`config.mk`:
```
export PLATFORM = sky130hd
export DESIGN_NAME = spi_frame_rx_flat
export DESIGN_NICKNAME = d
export VERILOG_FILES = /design/src/rtl/spi_rx_pkg.sv /design/src/rtl/spi_frame_rx_if.sv /design/src/rtl/spi_sync.sv /design/src/rtl/spi_frame_rx.sv /design/src/flat_wrapper.sv
export SDC_FILE = /design/constraint.sdc
export NUM_CORES = 1
export LEC_CHECK = 0
export ABC_AREA = 1
export CORE_ASPECT_RATIO = 0.8
export CORE_MARGIN = 4
export CORE_UTILIZATION = 57
export CTS_CLUSTER_DIAMETER = 120
export DETAILED_ROUTE_END_ITERATION = 8
export PLACE_DENSITY = 0.93
export SYNTH_ARGS = -nofsm -noshare
export SYNTH_HDL_FRONTEND = slang
export SYNTH_SLANG_ARGS = --single-unit
```
`constraint.sdc`:
```
create_clock -name clk -period 2.2 [get_ports clk]
set_input_delay 0.44 -clock clk [delete_from_list [all_inputs] [get_ports clk]]
set_output_delay 0.44 -clock clk [all_outputs]
set_load 0.1 [all_outputs]
```
`src/rtl/spi_rx_pkg.sv`:
```
// Shared frame layout and defaults for the SPI write-frame receiver.
package spi_rx_pkg;

  localparam int FRAME_W      = 16;
  localparam int RW_BIT       = 15;
  localparam int ADDR_MSB     = 14;
  localparam int ADDR_LSB     = 8;
  localparam int DATA_MSB     = 7;
  localparam int DATA_LSB     = 0;
  localparam int ADDR_W       = ADDR_MSB - ADDR_LSB + 1;
  localparam int DATA_W       = DATA_MSB - DATA_LSB + 1;
  localparam logic RW_WRITE   = 1'b1;
  localparam int NUM_REGS_DEF = 5;
  localparam int CNT_W        = 5;
  localparam int CNT_MAX      = FRAME_W + 1;

  typedef enum logic [1:0] {
    ST_SETTLE,
    ST_IDLE,
    ST_FRAME
  } state_t;

endpackage

```
`src/rtl/spi_frame_rx_if.sv`:
```
// Write handshake from the SPI frame receiver to the register bank.
interface spi_frame_rx_if;
  import spi_rx_pkg::*;

  logic              wr_valid;
  logic              wr_ready;
  logic [ADDR_W-1:0] wr_addr;
  logic [DATA_W-1:0] wr_data;

  modport master (output wr_valid, output wr_addr, output wr_data, input wr_ready);
  modport slave  (input wr_valid, input wr_addr, input wr_data, output wr_ready);
endinterface

```
`src/rtl/spi_sync.sv`:
```
// Multi-flop synchronizer for one asynchronous pin with selectable reset value.
module spi_sync #(
  parameter int   STAGES  = 2,
  parameter logic RST_VAL = 1'b0
) (
  input  logic clk,
  input  logic rst,
  input  logic d,
  output logic q
);

  logic [STAGES-1:0] ff;

  always_ff @(posedge clk) begin
    if (rst) ff <= {STAGES{RST_VAL}};
    else     ff <= {ff[STAGES-2:0], d};
  end

  assign q = ff[STAGES-1];

endmodule

```
`src/rtl/spi_frame_rx.sv`:
```
// SPI mode-0 write-frame receiver driving a valid/ready register write port.
// Error counter is built only when SPI_FRAME_RX_ERR_CNT_EN is defined.
module spi_frame_rx
  import spi_rx_pkg::*;
#(
  parameter int SYNC_STAGES = 2,
  parameter int NUM_REGS    = NUM_REGS_DEF
) (
  input  logic             clk,
  input  logic             rst,
  input  logic             sclk,
  input  logic             copi,
  input  logic             cs_n,
  spi_frame_rx_if.master   wr,
  output logic [7:0]       err_cnt
);

  logic sclk_s, copi_s, cs_s;
  logic sclk_q, cs_q;
  logic sclk_rise, cs_fall, cs_rise;
  logic [FRAME_W-1:0] shift;
  logic [CNT_W-1:0]   bit_cnt;
  logic [1:0]         settle;
  logic               settled;
  state_t             state;
  logic               is_write, addr_ok, len_ok, eval, accept;

  spi_sync #(.STAGES(SYNC_STAGES), .RST_VAL(1'b0)) u_sync_sclk (.clk(clk), .rst(rst), .d(sclk), .q(sclk_s));
  spi_sync #(.STAGES(SYNC_STAGES), .RST_VAL(1'b0)) u_sync_copi (.clk(clk), .rst(rst), .d(copi), .q(copi_s));
  spi_sync #(.STAGES(SYNC_STAGES), .RST_VAL(1'b1)) u_sync_cs_n (.clk(clk), .rst(rst), .d(cs_n), .q(cs_s));

  always_comb begin
    sclk_rise = sclk_s & ~sclk_q;
    cs_fall   = ~cs_s & cs_q;
    cs_rise   = cs_s & ~cs_q;
    settled   = (settle == 2'(SYNC_STAGES));
    is_write  = (shift[RW_BIT] == RW_WRITE);
    addr_ok   = (int'(shift[ADDR_MSB:ADDR_LSB]) < NUM_REGS);
    len_ok    = (bit_cnt == CNT_W'(FRAME_W));
    eval      = (state == ST_FRAME) && cs_rise;
    accept    = eval && len_ok && is_write && addr_ok && !wr.wr_valid;
  end

  // ST_SETTLE waits for real pin values and an idle cs_n, so a frame cut by
  // reset is never evaluated.
  always_ff @(posedge clk) begin
    if (rst) begin
      sclk_q      <= 1'b0;
      cs_q        <= 1'b1;
      shift       <= '0;
      bit_cnt     <= '0;
      settle      <= '0;
      state       <= ST_SETTLE;
      wr.wr_valid <= 1'b0;
      wr.wr_addr  <= '0;
      wr.wr_data  <= '0;
    end else begin
      sclk_q <= sclk_s;
      cs_q   <= cs_s;
      if (!settled) settle <= settle + 2'd1;

      if (cs_fall) begin
        shift   <= '0;
        bit_cnt <= '0;
      end else if (sclk_rise && !cs_s) begin
        shift <= {shift[FRAME_W-2:0], copi_s};
        if (bit_cnt != CNT_W'(CNT_MAX)) bit_cnt <= bit_cnt + CNT_W'(1);
      end

      case (state)
        ST_SETTLE: if (settled && cs_s) state <= ST_IDLE;
        ST_IDLE:   if (cs_fall)         state <= ST_FRAME;
        ST_FRAME:  if (cs_rise)         state <= ST_IDLE;
        default:                        state <= ST_SETTLE;
      endcase

      if (wr.wr_valid && wr.wr_ready) wr.wr_valid <= 1'b0;
      if (accept) begin
        wr.wr_valid <= 1'b1;
        wr.wr_addr  <= shift[ADDR_MSB:ADDR_LSB];
        wr.wr_data  <= shift[DATA_MSB:DATA_LSB];
      end
    end
  end

`ifdef SPI_FRAME_RX_ERR_CNT_EN
  logic reject;

  always_comb begin
    reject = eval && (!len_ok || (is_write && (!addr_ok || wr.wr_valid)));
  end

  always_ff @(posedge clk) begin
    if (rst)                         err_cnt <= '0;
    else if (reject && err_cnt != '1) err_cnt <= err_cnt + 8'd1;
  end
`else
  assign err_cnt = '0;
`endif

endmodule

```
`src/flat_wrapper.sv`:
```
// flat-port wrapper written by rule: the top's interface ports become plain ports
module spi_frame_rx_flat import spi_rx_pkg::*;
#(
  parameter int SYNC_STAGES = 2,
  parameter int NUM_REGS    = NUM_REGS_DEF
)
  (clk, rst, sclk, copi, cs_n, err_cnt, wr_wr_valid, wr_wr_addr, wr_wr_data, wr_wr_ready);
  spi_frame_rx_if wr_i ();
  input  logic clk;
  input  logic rst;
  input  logic sclk;
  input  logic copi;
  input  logic cs_n;
  output logic [7:0] err_cnt;
  output wire logic [$bits(wr_i.wr_valid)-1:0] wr_wr_valid;
  output wire logic [$bits(wr_i.wr_addr)-1:0] wr_wr_addr;
  output wire logic [$bits(wr_i.wr_data)-1:0] wr_wr_data;
  input wire logic [$bits(wr_i.wr_ready)-1:0] wr_wr_ready;
  assign wr_wr_valid = wr_i.wr_valid;
  assign wr_wr_addr = wr_i.wr_addr;
  assign wr_wr_data = wr_i.wr_data;
  assign wr_i.wr_ready = wr_wr_ready;
  spi_frame_rx #(.SYNC_STAGES(SYNC_STAGES), .NUM_REGS(NUM_REGS)) u_core (.clk(clk), .rst(rst), .sclk(sclk), .copi(copi), .cs_n(cs_n), .wr(wr_i), .err_cnt(err_cnt));
endmodule
```
==> impl_results.rst, run 1 <==
.. list-table::
   :header-rows: 1

   * - Metric
     - Value
   * - Post-Route Hold Slack
     - 415.2 ps
   * - Number of cell rows
     - 18
   * - Top achievable clock speed
     - 660.2 MHz
   * - Vias in the first global route
     - 1415
   * - Horizontal die dimension
     - 73.84 µm
   * - Pre-Repair DR Iteration Count
     - 4
   * - Fraction of layout instances using a drive strength above 1
     - 13.36%
   * - Non-filler instance count after layout
     - 317
   * - Hold Violations, Final
     - 0
   * - Dominant cell type by area after synthesis
     - sky130_fd_sc_hd__dfxtp_1
   * - Post-CTS Repair Setup Buffers
     - 0
   * - Synth-to-Final Area Change
     - 14.56%
   * - Post-Synthesis Cells
     - 254
   * - Placed insts
     - 309
   * - Average footprint of a synthesized cell
     - 7.783 µm²
   * - Leading post-synthesis cells by cell area
     - sky130_fd_sc_hd__dfxtp_1, sky130_fd_sc_hd__nor2_1, sky130_fd_sc_hd__nand2_1
   * - Count of cells resized by post-cts repair
     - 0
   * - Total via count after detailed routing
     - 1539
   * - CP max FO
     - 11
   * - Global-route total usage across every layer
     - 17.30%
   * - Y dimension of the die
     - 60.68 µm
   * - Library cells used by synthesis
     - 25
   * - TritonCTS clock tree
     - done
   * - Remaining routing DRC violations
     - 0
   * - Latest clock arrival within the worst-skew pair
     - 300 ps
   * - Final design utilization
     - 70.81%
   * - Boundary pin count
     - 30
   * - Violation count after the first detailed-route iteration
     - 54
   * - Max Buffers Root-to-Sink
     - 2
   * - Post-synthesis mux area share
     - 0%
   * - Placed Area
     - 2148 µm²
   * - RSZ-0062 raised after global routing
     - no
   * - Outcome
     - completed
   * - Area of all placed cells without fillers
     - 2265 µm²
   * - Proportion of synthesized chip area in sequential cells
     - 49.62%
   * - Sum of negative setup slack
     - 0 ps
   * - Proportion of netlist area held by the largest area contributor
     - 49.62%
   * - CTS buffer count
     - 5
   * - Portion of the clock cycle consumed by the worst path in the final layout
     - 68.85%
   * - PnR Total Power
     - 1.802 mW
   * - Setup slack after placement
     - 657.4 ps
   * - Number of nets with antenna violations after detailed routing
     - 0
   * - Adder-cell area share of the yosys netlist
     - 2.532%
   * - Setup crit end kind
     - flop
   * - Compound-gate portion of the synthesized area
     - 10.06%
   * - Areal power density over the cells
     - 795.6 nW/µm²
   * - VDD IR max
     - 0.6183 mV
   * - Total overflow reported by the global router
     - 0
   * - Main combinational cell family by area after synthesis
     - simple AND/OR/NAND/NOR gates
   * - Sum of net half-perimeters after detailed placement
     - 2451 µm
   * - Setup slack after layout
     - 685.2 ps
   * - Required time at the worst-slack endpoint
     - 2390 ps
   * - Global-route wire length before repair
     - 5989 µm
   * - Final setup violating endpoints
     - 0
   * - Clock tree root buffer cell
     - sky130_fd_sc_hd__clkbuf_8
   * - Post-synthesis cell area
     - 1977 µm²
   * - CTS sink count
     - 49
   * - Total of max-cap violations
     - 0
   * - Path class of the lowest-slack min-delay path
     - reg -> reg
   * - Number of antenna violations at the first check in global routing
     - 0
   * - Kind of start point of the critical path
     - flop
   * - Die area
     - 4480 µm²
   * - Simple-gate share of the synthesized area
     - 24.68%
   * - Arrival time of data at the critical path endpoint
     - 1710 ps
   * - Number of synthesized register bits
     - 49
   * - Floorplan Core Area
     - 3198 µm²
   * - Minimum clock period after layout
     - 1515 ps
   * - Type of the worst setup path
     - reg -> reg
   * - GP Congestion
     - 0.7275
   * - Pin count of the biggest net entering global routing
     - 32
   * - Drt wl/cell
     - 11.34 µm
   * - Final worst clock skew
     - 7.280 ps
   * - Clock transition at the registers of the reported paths
     - 80 ps
   * - Final Net Count
     - 286
   * - Number of levels the H-tree was split into
     - 2
   * - PortBufs
     - 21
   * - Starting density of the core
     - 61.82%
   * - Diodes inserted
     - 0
   * - Hold bufs inserted after CTS
     - 0
   * - Pins over their slew limit
     - 0
   * - Number of vias per cell
     - 4.855
   * - Parity-gate share of the synthesized area counting xor and xnor cells
     - 1.329%
   * - Wire length reported by the detailed router
     - 3596 µm
   * - Yosys warning count
     - 0
   * - Static leakage
     - 0.9813 nW
placed cells by master, fill, tap and decap left out:
master | synthesis | routed
sky130_fd_sc_hd__buf_4 | 9 | 21
sky130_fd_sc_hd__inv_2 | 3 | 3
sky130_fd_sc_hd__clkdlybuf4s50_1 | 0 | 5
sky130_fd_sc_hd__ha_1 | 4 | 4
sky130_fd_sc_hd__nand3_2 | 1 | 1
sky130_fd_sc_hd__a21oi_1 | 10 | 10
sky130_fd_sc_hd__conb_1 | 1 | 8
sky130_fd_sc_hd__xor2_1 | 1 | 1
sky130_fd_sc_hd__clkbuf_1 | 5 | 1
sky130_fd_sc_hd__clkinv_1 | 1 | 1
sky130_fd_sc_hd__nor2_2 | 1 | 1
sky130_fd_sc_hd__and2_1 | 1 | 1
sky130_fd_sc_hd__a211oi_1 | 16 | 16
sky130_fd_sc_hd__nand3_1 | 17 | 17
sky130_fd_sc_hd__inv_1 | 27 | 27
sky130_fd_sc_hd__xnor2_1 | 2 | 2
sky130_fd_sc_hd__nor2_4 | 1 | 1
sky130_fd_sc_hd__nor2_1 | 56 | 56
sky130_fd_sc_hd__o21ai_0 | 4 | 4
sky130_fd_sc_hd__dfxtp_1 | 49 | 49
sky130_fd_sc_hd__or2_2 | 2 | 2
sky130_fd_sc_hd__nand2_1 | 37 | 37
sky130_fd_sc_hd__bufinv_16 | 0 | 1
sky130_fd_sc_hd__clkbuf_8 | 0 | 6
sky130_fd_sc_hd__o21ai_2 | 1 | 1
sky130_fd_sc_hd__nand3b_1 | 1 | 1
worst paths after layout:
| check | from | endpoint | slack [ps] | cells past startpoint |
|---|---|---|---|---|
| hold reg to reg | u_core.u_sync_copi.ff[0] | u_core.u_sync_copi.ff[1] | 420 | 2 |
| hold / removal | u_core.u_sync_copi.ff[0] | u_core.u_sync_copi.ff[1] | 420 | 2 |
| setup / recovery | u_core.bit_cnt[0] | u_core.wr.wr_data[0] | 690 | 8 |
| setup reg to reg | u_core.bit_cnt[0] | u_core.wr.wr_data[0] | 690 | 8 |
report_power, final:
group	switching, mW	internal [mW]	leakage (nW)	total [mW]
Sequential	0.0178	0.924	0.397	0.942
Combinational	0.146	0.0578	0.526	0.203
Clock	0.285	0.371	0.0585	0.656
Total	0.449	1.35	0.981	1.80
synth_stat cells:
| library cell | number |
|---|---|
| sky130_fd_sc_hd__clkinv_1 | 1 |
| sky130_fd_sc_hd__nor2_1 | 56 |
| sky130_fd_sc_hd__inv_2 | 3 |
| sky130_fd_sc_hd__buf_2 | 3 |
| sky130_fd_sc_hd__xor2_1 | 1 |
| sky130_fd_sc_hd__clkbuf_1 | 5 |
| sky130_fd_sc_hd__or2_2 | 2 |
| sky130_fd_sc_hd__nand2_1 | 37 |
| sky130_fd_sc_hd__nand3_2 | 1 |
| sky130_fd_sc_hd__nand3_1 | 17 |
| sky130_fd_sc_hd__and2_1 | 1 |
| sky130_fd_sc_hd__o21ai_2 | 1 |
| sky130_fd_sc_hd__nand3b_1 | 1 |
| sky130_fd_sc_hd__buf_6 | 1 |
| sky130_fd_sc_hd__a211oi_1 | 16 |
| sky130_fd_sc_hd__nor2_4 | 1 |
| sky130_fd_sc_hd__xnor2_1 | 2 |
| sky130_fd_sc_hd__o21ai_0 | 4 |
| sky130_fd_sc_hd__a21oi_1 | 10 |
| sky130_fd_sc_hd__ha_1 | 4 |
| sky130_fd_sc_hd__conb_1 | 1 |
| sky130_fd_sc_hd__buf_4 | 9 |
| sky130_fd_sc_hd__inv_1 | 27 |
| sky130_fd_sc_hd__nor2_2 | 1 |
| sky130_fd_sc_hd__dfxtp_1 | 49 |
layout make-up:
class                   instances  area [µm²]
inverters                      31       116.4
flip-flops and latches         49       980.9
well taps                      40       50.05
multi-input cells             163       793.3
repair buffers                 26       207.7
fillers                       246       933.4
clock buffers                   7       86.33
clock inverters                 1       30.03
worst max-delay path, cell delays in order, from the launching register on:
cell	delay [ps]
sky130_fd_sc_hd__dfxtp_1	360
sky130_fd_sc_hd__inv_1	90
sky130_fd_sc_hd__ha_1	140
sky130_fd_sc_hd__nand2_1	60
sky130_fd_sc_hd__nor2_2	100
sky130_fd_sc_hd__and2_1	400
sky130_fd_sc_hd__nand3_1	140
sky130_fd_sc_hd__nand2_1	80
sky130_fd_sc_hd__nor2_1	40
state kept, by name, summed over array words and instances, names as in the netlist:
signal	flops
u_core.u_sync_copi.ff	2
u_core.wr.wr_data	8
u_core.wr.wr_valid	1
u_core.u_sync_sclk.ff	2
u_core.sclk_q	1
u_core.wr.wr_addr	7
u_core.shift	16
u_core.settle	2
u_core.u_sync_cs_n.ff	2
u_core.bit_cnt	5
u_core.cs_q	1
u_core.state	2
routing by layer:
metal | GRT usage (%) | routed length, µm | up-vias
li1 | - | - | 828
met1 | 20.49 | 1685 | 673
met2 | 30.56 | 1703 | 32
met3 | 4.967 | 175 | 6
met4 | 5.426 | 31 | 0
met5 | 0 | 0 | -
kinds of logic (layout without fill, tap and decap cells):
kind of cell    after synthesis  count (layout)
other cells                   1               8
compound gates               31              31
xor+xnor                      3               3
buf+inv                      49              65
flops                        49              49
simple gates                117             117
fa+ha+maj                     4               4
(Power assumes the default switching activity.)
==> run 2: changes to the inputs <==
- CORE_UTILIZATION: 57 -> 52
- PLACE_DENSITY: 0.93 -> 0.86
- clock period: 2.2 -> 1.4 ns (I/O delays scaled with it)
==> run 2 against run 1 <==
Against the previous run:
- core utilization is 2.1 points higher
- sequential share of layout area shrank 5.1 points
- setup slack got worse by 620 ps
- critical path depth up 1
- non-clock buffer count up 9
- final cell count up 3.5%
- combinational power increased by 61%
- fmax up 14%
- register-to-register slack lost 620 ps
- routed wire length increased by 5.2%
==> impl_results.rst, run 2 (synthesis gave the netlist of run 1 again) <==
.. list-table::
   :header-rows: 1

   * - Metric
     - Value
   * - Max reg flops
     - 16
   * - Remaining routing DRC violations
     - 0
   * - Number of vias per cell
     - 4.884
   * - Commonest cells after routing, fill and taps aside
     - sky130_fd_sc_hd__nor2_1, sky130_fd_sc_hd__dfxtp_1, sky130_fd_sc_hd__nand2_1
   * - Pin count of the biggest net entering global routing
     - 32
   * - Number of antenna violations at the first check in global routing
     - 0
   * - Kind of start point of the critical path
     - flop
   * - Drt wl/cell
     - 11.53 µm
   * - Placed insts
     - 320
   * - Max Buffers Root-to-Sink
     - 2
   * - Non-filler instance count after layout
     - 328
   * - Sum of negative setup slack
     - 0 ps
   * - Required time at the worst-slack endpoint
     - 1630 ps
   * - R2R setup slack
     - 70 ps
   * - Path class of the lowest-slack min-delay path
     - reg -> reg
   * - CP max FO
     - 11
   * - Family with the most delay on the worst path
     - simple AND/OR/NAND/NOR gates
   * - Boundary pin count
     - 30
   * - Fraction of layout instances using a drive strength above 1
     - 18.18%
   * - Pre-Repair DR Iteration Count
     - 4
   * - Total of max-cap violations
     - 0
   * - Largest registers
     - u_core.shift: 16 flops, u_core.wr.wr_data: 8 flops, u_core.wr.wr_addr: 7 flops
   * - Y dimension of the die
     - 63.15 µm
   * - Clock tree root buffer cell
     - sky130_fd_sc_hd__clkbuf_8
   * - Global-route total usage across every layer
     - 16.14%
   * - Number of levels the H-tree was split into
     - 2
   * - Largest incremental delay on the critical path
     - 320 ps
   * - Floorplan Core Area
     - 3542 µm²
   * - Global-route wire length before repair
     - 6354 µm
   * - Total overflow reported by the global router
     - 0
   * - Hold Violations, Final
     - 0
   * - Top achievable clock speed
     - 750.7 MHz
   * - Final Net Count
     - 295
   * - Pins over their slew limit
     - 0
   * - Number of nets with antenna violations after detailed routing
     - 0
   * - Die area
     - 4858 µm²
   * - Final setup violating endpoints
     - 0
   * - Type of the worst setup path
     - reg -> reg
   * - GP Congestion
     - 0.7481
   * - Latest clock arrival within the worst-skew pair
     - 290 ps
   * - CTS buffer count
     - 5
   * - Horizontal die dimension
     - 76.94 µm
   * - TritonCTS clock tree
     - done
   * - Diodes inserted
     - 0
   * - Register with the most flip-flops
     - u_core.shift
   * - Portion of the clock cycle consumed by the worst path in the final layout
     - 95.15%
   * - Fillers
     - 253
   * - Wire length reported by the detailed router
     - 3782 µm
   * - Setup crit end kind
     - flop
   * - CTS sink count
     - 49
   * - PortBufs
     - 21
   * - Number of cell rows
     - 19
   * - RSZ-0062 raised after global routing
     - yes
   * - Critical path buffers and inverters
     - 2
   * - Areal power density over the cells
     - 1092 nW/µm²
   * - Cell chain of the critical path
     - inv_1 -> ha_1 -> nand2_1 -> nor2_2 -> nand3_2 -> nor2_4 -> buf_12 -> nor2_1 -> nor2_1
   * - Cell with the largest stage delay on the worst path
     - sky130_fd_sc_hd__dfxtp_1
   * - VDD IR max
     - 0.9321 mV
   * - Starting density of the core
     - 55.81%
   * - Minimum clock period after layout
     - 1332 ps
   * - Most used cell, CP
     - sky130_fd_sc_hd__nor2_1
   * - Sum of net half-perimeters after detailed placement
     - 2727 µm
   * - Post-CTS Repair Setup Buffers
     - 0
   * - Arrival time of data at the critical path endpoint
     - 1570 ps
   * - Static leakage
     - 1.080 nW
   * - Violation count after the first detailed-route iteration
     - 114
   * - Total via count after detailed routing
     - 1602
   * - Commonest non-fill, non-tap cell in the layout
     - sky130_fd_sc_hd__nor2_1
   * - Clock transition at the registers of the reported paths
     - 80 ps
   * - Synth-to-Final Area Change
     - 30.57%
   * - Vias in the first global route
     - 1491
   * - Outcome
     - completed
   * - Final worst clock skew
     - 3.723 ps
   * - Post-Route Hold Slack
     - 404.6 ps
-- run 2: cell count changes in the layout (fill, tap and decap cells not counted) --
cell and change:
sky130_fd_sc_hd__nand3_2 +2, sky130_fd_sc_hd__dfxtp_2 +1, sky130_fd_sc_hd__nand3_1 -2, sky130_fd_sc_hd__buf_4 -10, sky130_fd_sc_hd__inv_2 +1, sky130_fd_sc_hd__buf_6 +1, sky130_fd_sc_hd__inv_1 -1, sky130_fd_sc_hd__nor2_2 +1
sky130_fd_sc_hd__buf_12 +18, sky130_fd_sc_hd__dfxtp_4 +1, sky130_fd_sc_hd__dfxtp_1 -2, sky130_fd_sc_hd__nor2_1 -1
-- run 2: final timing paths --
path                                   end  cells after the start                     start
setup / recovery      u_core.wr.wr_data[4]                      9         u_core.bit_cnt[1]
hold / removal    u_core.u_sync_sclk.ff[1]                      2  u_core.u_sync_sclk.ff[0]
hold reg to reg   u_core.u_sync_sclk.ff[1]                      2  u_core.u_sync_sclk.ff[0]
setup reg to reg      u_core.wr.wr_data[4]                      9         u_core.bit_cnt[1]
-- run 2: area by class of cell --
| type | instances | area, µm² | area share (%) |
|---|---|---|---|
| Sequential cell | 49 | 985.9 | 38.20 |
| Multi-Input combinational cell | 163 | 805.8 | 31.22 |
| Timing Repair Buffer | 35 | 504.2 | 19.53 |
| Inverter | 31 | 116.4 | 4.508 |
| Clock buffer | 7 | 86.33 | 3.345 |
| Tap cell | 42 | 52.55 | 2.036 |
| Clock inverter | 1 | 30.03 | 1.163 |
-- run 2: repair_timing --
action	4_1_cts	5_1_grt
hold buffers	0	0
resized for setup	0	6
setup endpoints to repair	0	16
-- run 2: report_power, final --
group / leakage, nW / internal [mW] / total [mW] / switching [mW]
registers: 0.398 / 1.45 / 1.48 / 0.0258
clock network: 0.0585 / 0.582 / 1.02 / 0.434
logic: 0.623 / 0.0958 / 0.326 / 0.230
total: 1.08 / 2.13 / 2.82 / 0.690
-- run 2: routing by layer --
metal / share of wire (%) / vias to the layer above / global-route usage (%)
met2: 47 / 39 / 27.17
li1: - / 844 / -
met3: 4.5 / 11 / 3.846
met4: 2.5 / 0 / 7.692
met5: 0 / - / 0
met1: 46 / 708 / 19.40
-- run 2: tightest hold or removal path: stages, from the launching register on --
cell and delay (ps):
sky130_fd_sc_hd__dfxtp_1 300, sky130_fd_sc_hd__inv_1 40, sky130_fd_sc_hd__nor2_1 30
-- run 2: stage by stage --
| stage | area (µm²) | worst slack, ps | power [mW] | util [%] |
|---|---|---|---|---|
| floorplan | 2007 | 119.7 | 1.777 | - |
| global placement | 2447 | 97.85 | 1.812 | 69.09 |
| detailed placement | 2447 | 14.18 | 1.826 | 69.09 |
| CTS | 2564 | 63.33 | 2.830 | 72.38 |
| global route | 2581 | -12.91 | 2.932 | 72.87 |
| finish | 2581 | 67.92 | 2.818 | 72.87 |
==> run 3: changes to the inputs <==
- CORE_MARGIN: 4 -> not set
==> run 3 against run 2 <==
Against the previous run:
- the run now ends with DRC left
- fmax decreased by 4.0%
- clock skew is essentially flat
- hold slack barely moved
- flip-flop and latch count unchanged
- global-route usage increased by 3.1 points
- routed wire length increased by 5.0%
- combinational power about the same
- critical path depth unchanged
- core utilization is 0.78 points higher
- sequential share of layout area is 0.31 points lower
- cell area rose by 1.1%
- critical endpoint is now u_core.wr.wr_addr[5]
==> impl_results.rst, run 3 (synthesis gave the netlist of run 1 again) <==
.. list-table::
   :header-rows: 1

   * - Metric
     - Value
   * - Y dimension of the die
     - 57.15 µm
   * - Pins over their slew limit
     - 0
   * - Family with the most delay on the worst path
     - simple AND/OR/NAND/NOR gates
   * - R2R setup slack
     - 10 ps
   * - Die area
     - 4054 µm²
   * - VDD IR max
     - 0.9399 mV
   * - Hold bufs inserted after CTS
     - 0
   * - Vias in the first global route
     - 1462
   * - Register with the most flip-flops
     - u_core.shift
   * - Global-route total usage across every layer
     - 19.27%
   * - Clock transition at the registers of the reported paths
     - 80 ps
   * - Number of cell rows
     - 19
   * - Non-filler instance count after layout
     - 331
   * - Number of vias per cell
     - 5.091
   * - Synth-to-Final Area Change
     - 31.96%
   * - Max Buffers Root-to-Sink
     - 2
   * - Path class of the lowest-slack min-delay path
     - reg -> reg
   * - Diodes inserted
     - 0
   * - Minimum clock period after layout
     - 1387 ps
   * - Drt wl/cell
     - 12.00 µm
   * - Arrival time of data at the critical path endpoint
     - 1590 ps
   * - Pin count of the biggest net entering global routing
     - 32
   * - Number of nets with antenna violations after detailed routing
     - 0
   * - CTS sink count
     - 49
   * - Horizontal die dimension
     - 70.94 µm
   * - Cell chain of the critical path
     - inv_4 -> ha_4 -> nand2_4 -> nor2_4 -> nand3_2 -> nor2_4 -> buf_6 -> buf_12 -> nor2_1
   * - Final design utilization
     - 73.65%
   * - Latest clock arrival within the worst-skew pair
     - 300 ps
   * - Outcome
     - finished with violations
   * - Fraction of layout instances using a drive strength above 1
     - 20.76%
   * - CTS buffer count
     - 5
   * - Static leakage
     - 1.094 nW
   * - Violation count after the first detailed-route iteration
     - 113
   * - Setup slack after layout
     - 12.75 ps
   * - Required time at the worst-slack endpoint
     - 1610 ps
   * - Cell with the largest stage delay on the worst path
     - sky130_fd_sc_hd__dfxtp_4
   * - CP max FO
     - 4
   * - GP Congestion
     - 0.8299
   * - Sum of negative setup slack
     - 0 ps
   * - Setup crit end kind
     - flop
   * - Max reg flops
     - 16
   * - Areal power density over the cells
     - 993.9 nW/µm²
   * - Total overflow reported by the global router
     - 0
   * - Critical path buffers and inverters
     - 3
   * - Final worst clock skew
     - 3.894 ps
   * - Type of the worst setup path
     - reg -> reg
   * - Portion of the clock cycle consumed by the worst path in the final layout
     - 99.09%
   * - Starting density of the core
     - 55.81%
   * - Top achievable clock speed
     - 720.8 MHz
   * - Final setup violating endpoints
     - 0
   * - Sum of net half-perimeters after detailed placement
     - 2663 µm
   * - PortBufs
     - 21
   * - Kind of start point of the critical path
     - flop
   * - Final Net Count
     - 298
   * - Placed insts
     - 319
   * - Remaining routing DRC violations
     - 2
   * - Floorplan Core Area
     - 3542 µm²
   * - Post-Route Hold Slack
     - 404.7 ps
   * - Pre-Repair DR Iteration Count
     - 6
   * - Global-route wire length before repair
     - 6078 µm
   * - Setup slack after placement
     - -9.429 ps
   * - Commonest cells after routing, fill and taps aside
     - sky130_fd_sc_hd__nor2_1, sky130_fd_sc_hd__dfxtp_1, sky130_fd_sc_hd__nand2_1
   * - Number of antenna violations at the first check in global routing
     - 0
   * - Clock tree root buffer cell
     - sky130_fd_sc_hd__clkbuf_8
   * - Fillers
     - 229
   * - Total via count after detailed routing
     - 1685
   * - Hold Violations, Final
     - 0
   * - Largest registers
     - u_core.shift: 16 flops, u_core.wr.wr_data: 8 flops, u_core.wr.wr_addr: 7 flops
   * - Violated checks
     - DRC
   * - Total of max-cap violations
     - 0
   * - Commonest non-fill, non-tap cell in the layout
     - sky130_fd_sc_hd__nor2_1
   * - RSZ-0062 raised after global routing
     - yes
   * - Number of levels the H-tree was split into
     - 2
   * - Most used cell, CP
     - sky130_fd_sc_hd__nor2_4
   * - Largest incremental delay on the critical path
     - 370 ps
   * - TritonCTS clock tree
     - done
   * - Wire length reported by the detailed router
     - 3971 µm
   * - Boundary pin count
     - 30
-- run 3: cell types whose count changed in the layout (fill, tap and decap cells not counted), sizes merged --
cell,delta
buf,+3
bufinv,-1
clkbuf,-1
clkinv,+2
-- run 3: worst paths after layout --
path	startpoint	end	depth (start not counted)
min reg2reg	u_core.u_sync_sclk.ff[0]	u_core.u_sync_sclk.ff[1]	2
max	u_core.bit_cnt[0]	u_core.wr.wr_addr[5]	9
max reg2reg	u_core.bit_cnt[0]	u_core.wr.wr_addr[5]	9
min	u_core.u_sync_sclk.ff[0]	u_core.u_sync_sclk.ff[1]	2
-- run 3: area by class of cell --
cell class	instances	area [µm²]	share of cell area, %
clock buffers	6	72.57	2.782
clock inverters	2	10.01	0.3837
inverters	31	118.9	4.556
multi-input cells	163	835.8	32.04
flip-flops and latches	49	988.4	37.89
well taps	42	52.55	2.014
repair buffers	38	530.5	20.34
-- run 3: metal layers --
layer,share of wire [%],up-vias,track usage [%]
li1,-,847,-
met1,44,771,21.99
met2,49,57,34.48
met3,5.0,10,4.770
met4,2.1,0,8.571
met5,0,-,0
-- run 3: where the power goes --
group	internal, mW	switching (mW)	leakage [nW]	total (mW)
sequential	1.45	0.0272	0.399	1.48
combinational	0.0982	0.227	0.650	0.325
clock	0.347	0.445	0.0450	0.791
total	1.89	0.699	1.09	2.59
-- run 3: tightest hold or removal path, cell delays in order, from the launching register on --
cell	delay (ps)
sky130_fd_sc_hd__dfxtp_1	300
sky130_fd_sc_hd__inv_1	40
sky130_fd_sc_hd__nor2_1	30
-- run 3: repair_timing --
item,in CTS,in global routing
gates cloned,0,1
setup buffers,0,3
gates resized for setup,1,18
endpoints found under the setup margin,2,15
pin swaps,0,9
-- run 3: per-stage QoR --
stage	total power [mW]	cell area, µm²
floorplan	1.777	2007
global placement	1.810	2427
detailed placement	1.831	2427
CTS	2.609	2511
global route	2.705	2609
finish	2.593	2609
